File: src/rtl/io_arbiter.sv
// io_arbiter: round-robin owner of the single byte-wide IO channel shared by port 0 and port 1.
// Define IO_ARB_TIMEOUT_EN to add a WAIT timeout that forces completion and sets a sticky err.
module io_arbiter #(
  parameter int TIMEOUT_CYCLES = 1048576
) (
  input  logic       CLK,
  input  logic       RSTN,
  input  logic       m0_read_req,
  input  logic       m0_write_req,
  input  logic [7:0] m0_wdata,
  output logic [7:0] m0_rdata,
  output logic       m0_done,
  input  logic       m1_read_req,
  input  logic       m1_write_req,
  input  logic [7:0] m1_wdata,
  output logic [7:0] m1_rdata,
  output logic       m1_done,
  output logic [1:0] grant,
  output logic       io_read_req,
  output logic       io_write_req,
  output logic [7:0] io_wdata,
  input  logic       io_ready,
  input  logic       io_done,
  input  logic [7:0] io_rdata,
  output logic       err
);

  // state  | meaning
  // IDLE   | no owner, sample requests
  // ISSUE  | io request driven, waiting for io_ready
  // WAIT   | io request dropped, waiting for io_done
  // RESP   | owner's done pulse, then release
  typedef enum logic [1:0] {
    S_IDLE  = 2'd0,
    S_ISSUE = 2'd1,
    S_WAIT  = 2'd2,
    S_RESP  = 2'd3
  } state_t;

  state_t     r_state,  w_state_nxt;
  logic [1:0] r_grant,  w_grant_nxt;
  logic       r_last,   w_last_nxt;
  logic       r_op_wr,  w_op_wr_nxt;
  logic       r_rd_req, w_rd_req_nxt;
  logic       r_wr_req, w_wr_req_nxt;
  logic [7:0] r_wdata,  w_wdata_nxt;
  logic [7:0] r_rdata0, w_rdata0_nxt;
  logic [7:0] r_rdata1, w_rdata1_nxt;
  logic       r_done0,  w_done0_nxt;
  logic       r_done1,  w_done1_nxt;
  logic       r_err,    w_err_nxt;
  logic       w_req0, w_req1, w_pick1, w_op_sel, w_capture, w_tmo;

`ifdef IO_ARB_TIMEOUT_EN
  localparam int CW = $clog2(TIMEOUT_CYCLES + 1);
  localparam logic [CW-1:0] C_TMO = CW'(TIMEOUT_CYCLES);
  logic [CW-1:0] r_cnt, w_cnt_nxt, w_cnt_inc;

  assign w_cnt_inc = r_cnt + 1'b1;

  always_ff @(posedge CLK or negedge RSTN) begin
    if (!RSTN) r_cnt <= '0;
    else       r_cnt <= w_cnt_nxt;
  end
`else
  logic w_unused_tmo;
  assign w_unused_tmo = (TIMEOUT_CYCLES != 0);
`endif

  assign w_req0 = m0_read_req | m0_write_req;
  assign w_req1 = m1_read_req | m1_write_req;
  // r_last = 1 means port 1 was served last, so port 0 wins a tie
  assign w_pick1  = w_req1 & (~w_req0 | ~r_last);
  assign w_op_sel = w_pick1 ? m1_write_req : m0_write_req;

  always_comb begin
    w_state_nxt  = r_state;
    w_grant_nxt  = r_grant;
    w_last_nxt   = r_last;
    w_op_wr_nxt  = r_op_wr;
    w_rd_req_nxt = r_rd_req;
    w_wr_req_nxt = r_wr_req;
    w_wdata_nxt  = r_wdata;
    w_rdata0_nxt = r_rdata0;
    w_rdata1_nxt = r_rdata1;
    w_done0_nxt  = 1'b0;
    w_done1_nxt  = 1'b0;
    w_err_nxt    = r_err;
    w_capture    = 1'b0;
    w_tmo        = 1'b0;
`ifdef IO_ARB_TIMEOUT_EN
    w_cnt_nxt    = r_cnt;
`endif
    case (r_state)
      S_IDLE: begin
        if (w_req0 | w_req1) begin
          w_grant_nxt  = w_pick1 ? 2'b10 : 2'b01;
          w_op_wr_nxt  = w_op_sel;
          w_wr_req_nxt = w_op_sel;
          w_rd_req_nxt = ~w_op_sel;
          w_wdata_nxt  = w_pick1 ? m1_wdata : m0_wdata;
          w_state_nxt  = S_ISSUE;
        end
      end
      S_ISSUE: begin
        if (io_ready) begin
          w_rd_req_nxt = 1'b0;
          w_wr_req_nxt = 1'b0;
          if (io_done) begin
            w_capture   = 1'b1;
            w_state_nxt = S_RESP;
          end else begin
            w_state_nxt = S_WAIT;
`ifdef IO_ARB_TIMEOUT_EN
            w_cnt_nxt   = '0;
`endif
          end
        end
      end
      S_WAIT: begin
        if (io_done) begin
          w_capture   = 1'b1;
          w_state_nxt = S_RESP;
        end
`ifdef IO_ARB_TIMEOUT_EN
        else if (w_cnt_inc == C_TMO) begin
          w_tmo       = 1'b1;
          w_state_nxt = S_RESP;
        end else begin
          w_cnt_nxt   = w_cnt_inc;
        end
`endif
      end
      S_RESP: begin
        w_last_nxt  = r_grant[1];
        w_grant_nxt = 2'b00;
        w_state_nxt = S_IDLE;
      end
      default: w_state_nxt = S_IDLE;
    endcase

    if (w_capture | w_tmo) begin
      w_done0_nxt = r_grant[0];
      w_done1_nxt = r_grant[1];
      if (w_tmo) begin
        w_err_nxt = 1'b1;
        if (r_grant[0]) w_rdata0_nxt = 8'h00;
        if (r_grant[1]) w_rdata1_nxt = 8'h00;
      end else if (!r_op_wr) begin
        if (r_grant[0]) w_rdata0_nxt = io_rdata;
        if (r_grant[1]) w_rdata1_nxt = io_rdata;
      end
    end
  end

  always_ff @(posedge CLK or negedge RSTN) begin
    if (!RSTN) begin
      r_state  <= S_IDLE;
      r_grant  <= 2'b00;
      r_last   <= 1'b1;
      r_op_wr  <= 1'b0;
      r_rd_req <= 1'b0;
      r_wr_req <= 1'b0;
      r_wdata  <= 8'h00;
      r_rdata0 <= 8'h00;
      r_rdata1 <= 8'h00;
      r_done0  <= 1'b0;
      r_done1  <= 1'b0;
      r_err    <= 1'b0;
    end else begin
      r_state  <= w_state_nxt;
      r_grant  <= w_grant_nxt;
      r_last   <= w_last_nxt;
      r_op_wr  <= w_op_wr_nxt;
      r_rd_req <= w_rd_req_nxt;
      r_wr_req <= w_wr_req_nxt;
      r_wdata  <= w_wdata_nxt;
      r_rdata0 <= w_rdata0_nxt;
      r_rdata1 <= w_rdata1_nxt;
      r_done0  <= w_done0_nxt;
      r_done1  <= w_done1_nxt;
      r_err    <= w_err_nxt;
    end
  end

  assign grant        = r_grant;
  assign io_read_req  = r_rd_req;
  assign io_write_req = r_wr_req;
  assign io_wdata     = r_wdata;
  assign m0_rdata     = r_rdata0;
  assign m1_rdata     = r_rdata1;
  assign m0_done      = r_done0;
  assign m1_done      = r_done1;
  assign err          = r_err;

endmodule
File: config.mk
export PLATFORM = sky130hd
export DESIGN_NAME = io_arbiter
export DESIGN_NICKNAME = d
export VERILOG_FILES = /design/src/rtl/io_arbiter.sv
export SDC_FILE = /design/constraint.sdc
export NUM_CORES = 1
export LEC_CHECK = 0
export CORE_ASPECT_RATIO = 0.8
export CORE_UTILIZATION = 42
export CTS_CLUSTER_DIAMETER = 100
export DETAILED_ROUTE_END_ITERATION = 7
export HOLD_SLACK_MARGIN = 0.06
export PLACE_DENSITY_LB_ADDON = 0.2
export SETUP_SLACK_MARGIN = 0.5
export SYNTH_ARGS = -nofsm -noshare
export SYNTH_HDL_FRONTEND = slang
export SYNTH_SLANG_ARGS = --single-unit
File: constraint.sdc
create_clock -name CLK -period 2.12 [get_ports CLK]
set_input_delay 0.318 -clock CLK [delete_from_list [all_inputs] [get_ports CLK]]
set_output_delay 0.318 -clock CLK [all_outputs]
set_load 0.005 [all_outputs]
* Word-level counts from Yosys, hierarchy flattened
Cells that the tools add are included.
** Cells by class
- Reduce and logical (&&, ||, !) cells :: 9
- Bitwise gates (word level) :: 9
- Muxes and demuxes :: 20
- Equal/unequal tests :: 6
** Operators with widths (number)
- 3-bit AND reduction :: 4
- 2-bit two-way mux :: 5
- 1-bit two-way mux :: 9
- 8-bit two-way mux :: 1
- 2-bit one-hot mux with 4 select lines :: 1
- 2-bit inequality test (second input constant) :: 3
- 1-bit one-hot mux with 2 select lines :: 3
- 2-bit == test (second input constant) :: 2
- 1-bit NOT :: 4
- 1-bit bitwise OR :: 4
- 2-bit one-hot mux with 2 select lines :: 1
- 2-bit AND reduction :: 2
- 2-bit nonzero test :: 2
- 2-bit by 1-bit == test with 1-bit output (second input constant) :: 1
- 2-bit logical NOT :: 1
- 1-bit bitwise AND :: 1
** Word-level totals
- Register bits :: 34
- Logic and storage cells :: 55
- Output and inout bits :: 31

* Logic depth before layout (Yosys ltp)
- Depth after elaboration :: 8
- Mapped depth :: 6

* Least setup slack after synthesis
Ideal clock, no wire load.
- Path kind :: reg2reg
- From :: register r_state[0]
- To :: register r_rdata0[0] (netlist: m0_rdata[0])
- Data arrival time :: 1.690 ns
- Stages on the path, launching flop included :: 6
- Required time :: 1.995 ns
- Period minus slack after synthesis :: 1.815 ns
- Slack :: 0.305 ns
- Cells stage by stage :: dfrtp_1 inv_1 ha_1 nand2_2 nor4b_4 mux2_2
** Between the ends
- Cells in the longest elaborated chain, start to end :: 3
- Elaborated cells between the ends (all ways) :: 4
- Classes of those cells :: eq/ne: 2; mux: 1; reduce/logical: 1
** RTL lines
- from (decl) :: line 40 : state_t r_state, w_state_nxt;
- from (signal assigned) :: line 171 : r_state <= w_state_nxt;
- 2-bit == test / 2-bit by 1-bit == test with 1-bit output (equally long branches) :: line 94 : case (r_state)
- 1-bit one-hot mux with 2 select lines (*) :: line 94
- 3-bit AND reduction (no line) (*)
- to (signal assigned) :: line 178 : r_rdata0 <= w_rdata0_nxt;
- to (decl) :: line 47 : logic [7:0] r_rdata0, w_rdata0_nxt;
Mark *: on every way between the ends. The rest lies on a longest branch, timed or not.
A chain may end at the register's enable or synchronous reset.

* Final worst setup path
- From :: register r_state[1]
- To :: register r_rdata0[1] (netlist: m0_rdata[1])
The elaborated chain is that of the path after synthesis.

==> results.md <==
* RR Endpoint: m0_rdata[1]$_DFFE_PN0P_
* DRC errors left at 0
* Initial Util at about 44%
* Vias at 1284
* Vias in the first global route at 1344
* PD cells at 1260 nW/um^2
* Synth Register Bits at 34
* Crit-path max cell delay at 0.37 ns
* Final TNS setup at 0 ns
* Design Power at 3.14 mW
* Area Growth Syn to Fin at 60.3%
* Outcome: complete, no violations
* Post-synth top area share at 53.1%
* R2r setup slk at ~0.39 ns
* M3 GR Usage at ~6.3%
* Post-synth top flop: dfrtp_1
* WL/cell at 15.6 um
* Reg2reg start: r_state[1]$_DFFE_PN0P_
* Commonest non-fill, non-tap cell in the layout: clkdlybuf4s50_1
* Die Span X at roughly 70 um
* Drt pass-1 iters at 4
* Core Region at around 3500 um^2
* Mapped Area at 1550 um^2
* Syn. warnings at 0
* CP bufs+invs at 2
* Data arrival, critical path at 1.89 ns
* Final setup skew at approximately 0.0056 ns
* Final Slew Violations at 0
* Final wirelength at around 3700 um
* Layout net count at 235
* Crit-path cells: inv_2 > ha_4 > nand2_4 > nor4b_4 > buf_6 > mux2_4
* CTS tree: done
* Post-synth EDFFs at 0
* Synth area leaders: dfrtp_1 (53%), mux2_2 (14%), a222oi_1 (5.2%)
* Die ar. at 3950 um^2
* Met1 Track Usage GR at between 20% and 30%
* CP max FO at 8
* Worst hold path class: in -> async
* Final period utilization at about four fifths
* Max-Cap Viols at 0
* Min cycle time layout at between 1.5 and 2 ns
* R2R cell count at 6
* CP Data Required Time at 2.28 ns
* Final Setup Violations at 0
* WHS at approximately 0.45 ns
* GRT Util Overall at 20.7%
* CTS max path bufs at 2
* CTS sink cnt at 34
* GR Overflow Total at 0
* Initial antenna violation count at 0
* Share of cells above drive strength 1 at ~29%
* Mean Syn Cell Area at 13.2 um^2
* RSZ-0062 raised after global routing: yes
* Yosys top cell by area: dfrtp_1
* Post-DRT Antenna Nets at 0
* 1st-iter DRT viols at 87
* Fmax at 576 MHz
* Syn_nets at approximately 160
* Setup crit end kind: flop
* Critical path class: reg -> reg
* Largest net degree at the start of global routing at 35
* Busiest grt layer: met2
* Clock Pin Slew Worst Setup and Hold Paths at 0.07 ns
* Synth cell types at 33
* Clk_lat worst skew at 0.28 ns
* Antenna Cells at 0
* Hold-fix buffers, CTS at 0
* Dpl hpwl at 2540 um
* Leakage at 1.13 nW
* Synthesized netlist cell count at 118
* RePlAce Congestion at 0.744
* H-tree depth at 2
* Most frequent cells in the layout: clkdlybuf4s50_1 (58), dfrtp_1 (32), mux2_2 (11), buf_4 (11), inv_1 (10)
* M2 GR Usage at ~34%
* Port Buffers at 61
* Final core utilization at 71.3%
* First-pass GRT wire length at 6330 um
* Die H at roughly 56 um
* Sequential share of the synthesized area at 54.8%
* CTS buffer count at 5
* Final hold viol count at 0
* Vias per cell at 5.35
* Ports at 63
* Standard-cell rows at 19
* Cell with the largest stage delay on the worst path: dfrtp_1
* Root Driver: clkbuf_8
* Top delay family on crit path: flip-flops
* Maximum vdd drop at 0.000709 V
* Async SR Flop Fraction at 100%
* Worst Setup Start Kind: flop
report_power, final:
| part | total [mW] | switching (mW) | internal, mW | leakage, nW |
|---|---|---|---|---|
| clock | 0.482 | 0.221 | 0.262 | 0.0482 |
| combinational | 1.58 | 0.625 | 0.951 | 0.648 |
| sequential | 1.08 | 0.174 | 0.908 | 0.437 |
| total | 3.14 | 1.02 | 2.12 | 1.13 |
layer usage:
layer  up-vias  wire length [um]
li1        590                 -
met1       647              1690
met2        45              1840
met3         2               193
met4         0                13
met5         -                 0
final cells by class:
type	instances	area, um^2
Fill cell	225	1000
Sequential cell	34	853
Timing Repair Buffer	74	723
Multi-Input combinational cell	69	722
Clock buffer	7	86.3
Tap cell	42	52.6
Inverter	13	48.8
Clock inverter	1	5.00
Yosys cell counts (2+ instances only):
master / instances
a222oi_1: 8
nand2_2: 2
ha_1: 6
dfrtp_1: 33
nor2_1: 3
o21ai_0: 2
mux2_2: 19
and2_1: 2
a21oi_1: 4
nand2_1: 2
nor4b_4: 2
nand2b_1: 2
inv_1: 13
through the flow:
step | std cells | cell area (um^2) | setup WS [ns]
finish | 240 | 2490 | 0.385
global route | 240 | 2490 | 0.318
CTS | 239 | 2460 | 0.372
detailed placement | 224 | 2260 | 0.105
global placement | 224 | 2260 | 0.140
floorplan | 118 | 1580 | 0.354
cell families (layout without fill, tap and decap cells):
kind of cell,Yosys count,in the layout,synth area share (%)
DFF,34,34,54.8
AOI/OAI and AO/OA,24,24,12.9
muxes,19,19,13.8
and+or+nand+nor,19,19,9.58
buffers and inverters,15,95,3.86
adders and majority gates,6,6,4.83
other,1,1,0.241
registers in the layout (all words and copies together), names as in the netlist:
name / count
io_wdata: 8
m0_rdata: 8
m1_rdata: 8
grant: 2
r_state: 2
io_read_req: 1
io_write_req: 1
m0_done: 1
m1_done: 1
r_last: 1
r_op_wr: 1
what timing repair did:
action / 4_1_cts / 5_1_grt
pin swaps: 3 / 3
endpoints found under the setup margin: 20 / 22
setup buffers: 7 / 1
gates resized for setup: 14 / 6
worst max-delay path by stage:
stage                                 from                       to  cells past startpoint
detailed placement             m1_read_req   r_state[1]$_DFFE_PN0P_                      4
finish              r_state[1]$_DFFE_PN0P_  m0_rdata[1]$_DFFE_PN0P_                      6
global placement               m1_read_req   r_state[1]$_DFFE_PN0P_                      4
CTS                 r_state[0]$_DFFE_PN0P_  m0_rdata[1]$_DFFE_PN0P_                      6
global route        r_state[0]$_DFFE_PN0P_  m0_rdata[5]$_DFFE_PN0P_                      6
floorplan           r_state[1]$_DFFE_PN0P_  m0_rdata[0]$_DFFE_PN0P_                      5
Note: power is estimated with default switching activity, not from simulation.
==> RTL edit, RTL diff (same flow settings) <==
The option `IO_ARB_TIMEOUT_EN` is turned on by a define.
--- a/src/rtl/io_arbiter.sv
+++ b/src/rtl/io_arbiter.sv
@@ -1,5 +1,7 @@
 // io_arbiter: round-robin owner of the single byte-wide IO channel shared by port 0 and port 1.
 // Define IO_ARB_TIMEOUT_EN to add a WAIT timeout that forces completion and sets a sticky err.
+`define IO_ARB_TIMEOUT_EN
+
 module io_arbiter #(
   parameter int TIMEOUT_CYCLES = 1048576
 ) (
Formal check against the unedited RTL: same outputs for any inputs over 10 cycles, from zero or initial values and one cycle with RSTN low; that may be too few to reach the edited logic, so the function may still have changed.
==> RTL edit against the original RTL <==
- clock power increased by 29%
- cell area rose by 110%
- total power is 37% higher
- critical path depth is 5 higher
- fmax down 31%
- routed wire length rose to 2.9 times the old value
- sequential cell count is 22 higher
- the flow now finishes with violations (negative setup slack)
- largest power group unchanged
- setup slack lost 0.77 ns
- clock skew rose by 0.0070 ns
- highest routed layer unchanged
- non-clock buffer count grew 89
- sequential power up 32%
- combinational power rose by 43%
- area after synthesis increased by 120%
==> RTL edit: results (changes against the original RTL) <==
metric;value;unit;change
synth top area cells;dfrtp_1 41%, nand2_1 5.7%, a22o_1 5.5%, a31oi_1 3.9%, mux2i_1 3.6%;;was dfrtp_1 53%, mux2_2 14%, a222oi_1 5.2%, ha_1 4.8%, inv_1 3.1%
DR WL met3;728;um;was 193 um
P per Cell Area;827;mW/mm2;was 1260 mW/mm2
Min Hold Slack;0.482;ns;was 0.448 ns
setup violators final;42;;was 0
DP Wirelength;7100;um;was 2540 um
ClkCell Share;1.65;%;was 3.67%
final instance area;0.00522;mm2;was 0.00249 mm2
gpl congestion;0.889;;was 0.744
Int Pwr;2660;uW;was 2120 uW
# Post-CTS Setup Buffers;13;;was 7
WL met1;5000;um;was 1690 um
worst setup margin;-0.380;ns;was 0.385 ns
global-route wire length before repair;16400;um;was 6330 um
share of layout cells above drive strength 1;32.9;%;was 29.3%
maximum fanout along the worst path;7;;was 8
crit path DAT;2.73;ns;was 1.89 ns
Clock transition at path regs;0.11;ns;was 0.07 ns
pre-CTS setup slack;-0.616;ns;was 0.105 ns
unique cell type count in the Yosys netlist;56;;was 33
via count;3588;;was 1284
Mapped Nets;413;;was 156
clk_buf instances;6;;was 7
number of global-route vias before repair;3227;;was 1344
invs w/o clock;8;;was 13
full die area;0.00832;mm2;was 0.00395 mm2
M2 GR Usage;38.0;%;was 34.5%
Critical Path Max Stage Delay;0.41;ns;was 0.37 ns
Clock Latency Late Sink;0.32;ns;was 0.28 ns
All-Layer GR Usage;25.9;%;was 20.7%
FF-to-FF path depth;11;;was 6
via density per instance;5.74;;was 5.35
Synth Area in Compound Gates;21.5;%;was 12.9%
violated checks;negative setup slack;;
sequential share of power;33.2;%;was 34.5%
Post-synth top cells;55 x dfrtp_1, 51 x nand2_1, 24 x o21ai_0, 21 x a22o_1, 21 x a31oi_1;;was 33 x dfrtp_1, 19 x mux2_2, 13 x inv_1, 8 x a222oi_1, 6 x ha_1
Avg Inst Size Synth;8.91;um2;was 13.2 um2
proportion of synthesized area in mux cells;4.27;%;was 13.8%
flops & latches, synth;56;;was 34
multi-input combinational area share;40.4;%;was 29.0%
metal2 WL;4770;um;was 1840 um
outcome;finished with violations;;was finished clean
count of multi-input gates;285;;was 69
DRT Pass-1 Iters;5;;was 4
nets@finish;557;;was 235
Clk pwr share;14.5;%;was 15.4%
Worst Hold Class;flip-flop to flip-flop;;was primary input to asynchronous set/reset pin
critical path's top delay family;compound AO/OA/AOI/OAI gates;;was flip-flops
cts repair resizes;55;;was 14
DRT Wirelength;10700;um;was 3730 um
XOR/XNOR Fraction of Synth Area;1.31;%;was 0%
Fillers;597;;was 225
P_leak;0.00245;uW;was 0.00113 uW
Post-Synth Adder-Cell Area;2.25;%;was 4.83%
pin count of the biggest net entering global routing;39;;was 35
sequential share of the synthesized area;42.0;%;was 54.8%
hold buffer count at CTS;1;;was 0
Reg2Reg Launch Point;r_cnt[1];;was r_state[1]
-- RTL edit: cell count changes after synthesis, moves of 14 or more --
cell / before / now
nand2_1: 2 / 51
dfrtp_1: 33 / 55
o21ai_0: 2 / 24
a22o_1: 1 / 21
a31oi_1: 1 / 21
mux2_2: 19 / 2
nand3_1: 0 / 17
nor2b_1: 1 / 17
clkbuf_1: 1 / 15
-- RTL edit: worst max-delay path by stage --
stage | from | end | slack [ns] | cells after the start
3_5_place_dp | r_cnt[0] | m1_rdata[0] | -0.62 | 10
5_1_grt | r_cnt[1] | r_cnt[11] | -0.49 | 12
4_1_cts | r_cnt[1] | r_cnt[11] | -0.38 | 10
6_report | r_cnt[1] | r_cnt[15] | -0.38 | 11
2_1_floorplan | r_cnt[0] | r_cnt[0] | -0.30 | 9
3_3_place_gp | r_cnt[1] | r_cnt[0] | -0.60 | 9
